<file path="src/rtl/alu_pkg.sv">
// alu_pkg: shared constants and types for the 3-bit ALU and its command sequencer.
//   OPW / RESW      : operand and result widths
//   OP_*            : ALU select encodings
//   seq_state_e     : sequencer FSM states
package alu_pkg;

   localparam int unsigned OPW  = 3;
   localparam int unsigned RESW = 4;

   localparam logic [1:0] OP_SUB = 2'd0;
   localparam logic [1:0] OP_ADD = 2'd1;
   localparam logic [1:0] OP_XOR = 2'd2;
   localparam logic [1:0] OP_AND = 2'd3;

   typedef enum logic [1:0] {
      IDLE  = 2'd0,
      GOT_A = 2'd1,
      EXEC  = 2'd2,
      RESP  = 2'd3
   } seq_state_e;

endpackage

</file>
<file path="src/rtl/alu_op_sequencer.sv">
// alu_op_sequencer: command front-end for the combinational 3-bit ALU.
//   Accepts two-beat commands on in_* (beat 0 = {chain, sel, a}, beat 1 = {3'bx, b}),
//   drives registered alu_a/alu_b/alu_sel, captures alu_result during EXEC and
//   returns it with zero/msb flags on out_* (valid/ready).
//   clk, rst (synchronous, active-high)
//   in_valid/in_ready/in_data[5:0]    command stream
//   alu_a[2:0], alu_b[2:0], alu_sel[1:0], alu_result[3:0]   ALU interface
//   out_valid/out_ready/out_data[3:0], out_zero, out_msb     result stream
// Optional feature macro: ALU_SEQ_CHAIN_EN (beat 0 with chain=1 takes A from the
// low bits of the last delivered result).
import alu_pkg::*;

module alu_op_sequencer (
   input  logic            clk,
   input  logic            rst,
   input  logic            in_valid,
   output logic            in_ready,
   input  logic [5:0]      in_data,
   output logic [OPW-1:0]  alu_a,
   output logic [OPW-1:0]  alu_b,
   output logic [1:0]      alu_sel,
   input  logic [RESW-1:0] alu_result,
   output logic            out_valid,
   input  logic            out_ready,
   output logic [RESW-1:0] out_data,
   output logic            out_zero,
   output logic            out_msb
);

   seq_state_e      state_q, state_d;
   logic [OPW-1:0]  a_q, a_d;
   logic [OPW-1:0]  b_q, b_d;
   logic [1:0]      sel_q, sel_d;
   logic [RESW-1:0] data_q, data_d;
   logic            zero_q, zero_d;
   logic            msb_q, msb_d;
`ifdef ALU_SEQ_CHAIN_EN
   logic [OPW-1:0]  last_q, last_d;
`else
   // beat-1 upper bits and the chain bit carry no meaning in this build
   logic            unused_chain;
   assign unused_chain = in_data[5];
`endif

   always_comb begin
      state_d = state_q;
      a_d     = a_q;
      b_d     = b_q;
      sel_d   = sel_q;
      data_d  = data_q;
      zero_d  = zero_q;
      msb_d   = msb_q;
`ifdef ALU_SEQ_CHAIN_EN
      last_d  = last_q;
`endif
      unique case (state_q)
         IDLE: begin
            if (in_valid) begin
               a_d   = in_data[OPW-1:0];
               sel_d = in_data[4:3];
`ifdef ALU_SEQ_CHAIN_EN
               if (in_data[5]) a_d = last_q;
`endif
               state_d = GOT_A;
            end
         end
         GOT_A: begin
            if (in_valid) begin
               b_d     = in_data[OPW-1:0];
               state_d = EXEC;
            end
         end
         EXEC: begin
            data_d  = alu_result;
            zero_d  = (alu_result == '0);
            msb_d   = alu_result[RESW-1];
            state_d = RESP;
         end
         RESP: begin
            if (out_ready) begin
`ifdef ALU_SEQ_CHAIN_EN
               last_d = data_q[OPW-1:0];
`endif
               state_d = IDLE;
            end
         end
         default: state_d = IDLE;
      endcase
   end

   always_ff @(posedge clk) begin
      if (rst) begin
         state_q <= IDLE;
         a_q     <= '0;
         b_q     <= '0;
         sel_q   <= '0;
         data_q  <= '0;
         zero_q  <= 1'b0;
         msb_q   <= 1'b0;
`ifdef ALU_SEQ_CHAIN_EN
         last_q  <= '0;
`endif
      end else begin
         state_q <= state_d;
         a_q     <= a_d;
         b_q     <= b_d;
         sel_q   <= sel_d;
         data_q  <= data_d;
         zero_q  <= zero_d;
         msb_q   <= msb_d;
`ifdef ALU_SEQ_CHAIN_EN
         last_q  <= last_d;
`endif
      end
   end

   assign in_ready  = (state_q == IDLE) || (state_q == GOT_A);
   assign out_valid = (state_q == RESP);
   assign alu_a     = a_q;
   assign alu_b     = b_q;
   assign alu_sel   = sel_q;
   assign out_data  = data_q;
   assign out_zero  = zero_q;
   assign out_msb   = msb_q;

endmodule

</file>
<file path="config.mk">
export PLATFORM = sky130hd
export DESIGN_NAME = alu_op_sequencer
export DESIGN_NICKNAME = d
export VERILOG_FILES = /design/src/rtl/alu_pkg.sv /design/src/rtl/alu_op_sequencer.sv
export SDC_FILE = /design/constraint.sdc
export NUM_CORES = 1
export LEC_CHECK = 0
export BUFFER_PORTS_ARGS = -buffer_cell sky130_fd_sc_hd__buf_2
export CAP_MARGIN = 20
export CORE_MARGIN = 1.5
export CORE_UTILIZATION = 35
export CTS_BUF_LIST = sky130_fd_sc_hd__clkbuf_8
export CTS_CLUSTER_DIAMETER = 40
export DETAILED_ROUTE_END_ITERATION = 8
export PLACE_DENSITY = 0.71
export SLEW_MARGIN = 20
export SYNTH_ARGS = -nofsm -noshare
export SYNTH_HDL_FRONTEND = slang
export SYNTH_SLANG_ARGS = --single-unit
</file>
<file path="constraint.sdc">
create_clock -name clk -period 1.7 [get_ports clk]
set_clock_uncertainty 0.05 [all_clocks]
set_input_delay 0 -clock clk [delete_from_list [all_inputs] [get_ports clk]]
set_output_delay 0 -clock clk [all_outputs]
set_load 0.05 [all_outputs]
</file>
==> results.cfg <==
[clocking]
clkTransAtPathRegs_ps = 60
insertion_delay_ps = 250
cts_sinks = 15
cts_resized = 0
cts.path.max_buffers = 2
cts-buffers-inserted = 3
htree_levels = 1
clockRootBuffer = clkbuf_8
tritoncts = built

[setup_path]
critPathArrivalTime_ps = 1610
reg2regPathDepth = 5
worst_ep_required_time_ps = 1790
rrSetupSlack_ps = 180
reg2reg_to = state_q[1]
crit_fanout = 9
cp-start-kind = register
critPathCaptureType = register
worstReg2RegStart = state_q[0]
worstSetupPathType = reg -> reg

[route]
drc_errors = 0
drt_wl_total_mm = 1.44
wl_per_cell_um = 10.7
drtPass1Iterations = 4
drt-initial-drc-count = 5
drtAntennaViolNets = 0
vias = 601
viasPerCell = 4.49

[finish]
final_nets = 128
diodes = 0
fin_cells = 134
area_growth_pct = 40.5
layout-drive-gt1-share_pct = 31.2
final_cell_area_um2 = 933

[die]
die_h_um = 46.6
io_pins = 30
num_rows = 15
die_area_um2 = 2170
fp.dieW_um = 46.6
core_um2 = 1750
initial_utilization_pct = 38.1

[job]
drv_cap = 0

[synth]
netlist_area_um2 = 664
synth_edf_count = 0
synth.largest_area_cell = dfxtp_1
yosysMostFrequentCell = dfxtp_1
async_flop_share_pct = 0
synth_flop_cell = dfxtp_1
synth_cell_type_count = 19
syn_avg_cell_area_um2 = 8.98
synth-seq-cells = 15
synth_fp_nets = 92
yosys_warnings = 0
synth_area_leaders = dfxtp_1, ha_1, mux2i_1, a21oi_1, nand3_1
synth-seq-area-share_pct = 45.2
synthCells = 74
synth_common_cells = dfxtp_1, nand2_1, a21oi_1, nand3_1, nor2_1
synth_top_area_share_pct = 45.2

[sta]
timing_hold_violations_final = 0
setup-tns-final_ps = 0
worstMarginPinSlew_ps = 369
period_share_pct = 89.4
fmax_ghz = 0.658
report.final.setup_viol = 0
rsz0062_at_grt = no
drv_slew = 0
period_minus_slack_ps = 1520
maxSlewHeadroom_pct = 75.4

[status]
status = completed

[hold_path]
hold_class = in -> reg
min-delay-start = rst
min_path_cells = 2
worstHoldEndpoint = out_data[2]

[power]
irDropWorstVdd_mv = 0.929
power.density_nw_per_um2 = 1620
p_leak_nw = 0.434

[placement]
place_area_um2 = 798
place_inst = 121
gp_congestion = 0.708
io_buffers = 28

[global_routing]
grt_pass1_wl_mm = 2.23
grt_overflow_total = 0
grt_max_degree = 17
grt_usage_pct = 14.8
grt_pass1_vias = 563
antenna_found_initial = 0
final cells by class:
type                    instances  area, um^2
clock buffers                   3        41.3
clock inverters                 1        3.75
fillers                       176         812
inverters                       4        15.0
multi-input cells              49         312
flip-flops and latches         15         300
well taps                      25        31.3
repair buffers                 37         230
placed cells by master (no fill, tap or decap), drive strengths merged, types with 3 or more instances in the layout:
cell         count
buf             28
a21oi            9
mux2i            5
clkbuf           3
nor2             7
dfxtp           15
inv              5
dlygate4sd3      9
nand3            8
ha               4
nand2           10
timing repair:
action                                 CTS  global route
buffers inserted                         0             0
hold buffers                             9             0
setup endpoints to repair                0             0
endpoints found under the hold margin   12             0
metal layers:
layer	share of wire (%)	vias up	GRT usage, %
met2	48	24	26.4
met4	1.9	0	8.57
met1	43	258	16.3
li1	-	315	-
met3	6.1	4	2.35
met5	0	-	0
registers in the layout (all words and copies together), names as in the netlist:
register and flops:
out_data 4, alu_a 3, alu_b 3, alu_sel 2
state_q 2, out_zero 1
report_power, final:
group | total [mW] | switching (mW) | internal, mW | leakage [nW]
registers | 0.476 | 0.0479 | 0.428 | 0.122
clock network | 0.277 | 0.117 | 0.160 | 0.0269
logic | 0.761 | 0.535 | 0.227 | 0.284
total | 1.51 | 0.700 | 0.814 | 0.434
critical path, stage by stage, from the launching register on:
cell      delay (ps)
dfxtp_1          400
inv_1             80
ha_1             330
o21bai_4         220
a211oi_1          90
a41o_2           230
how the worst max path moves through the flow:
stage / from / endpoint / slack, ps / cells past startpoint
finish: state_q[0] / state_q[1] / 180 / 5
global route: state_q[0] / in_ready / 70 / 5
CTS: state_q[0] / state_q[1] / 180 / 5
detailed placement: state_q[0] / state_q[1] / 190 / 5
global placement: state_q[0] / state_q[1] / 230 / 5
floorplan: state_q[0] / state_q[1] / 180 / 4
cells by family after synthesis:
kind of cell / share of synthesized area, %
simple gates: 17.5
flops: 45.2
compound gates: 14.3
buf+inv: 7.91
mux: 7.53
fa+ha+maj: 7.53
through the flow:
stage / util (%) / power (mW) / setup WS, ps / hold slack [ps]
2_1_floorplan: - / 1.13 / 180 / 97.2
3_3_place_gp: 45.7 / 1.22 / 230 / 203
3_5_place_dp: 45.7 / 1.24 / 192 / 213
4_1_cts: 53.5 / 1.53 / 180 / 52.8
5_1_grt: 53.5 / 1.62 / 68.2 / 66.8
6_report: 53.5 / 1.51 / 181 / 55.8
No activity file was read; power rests on OpenSTA's default activity.
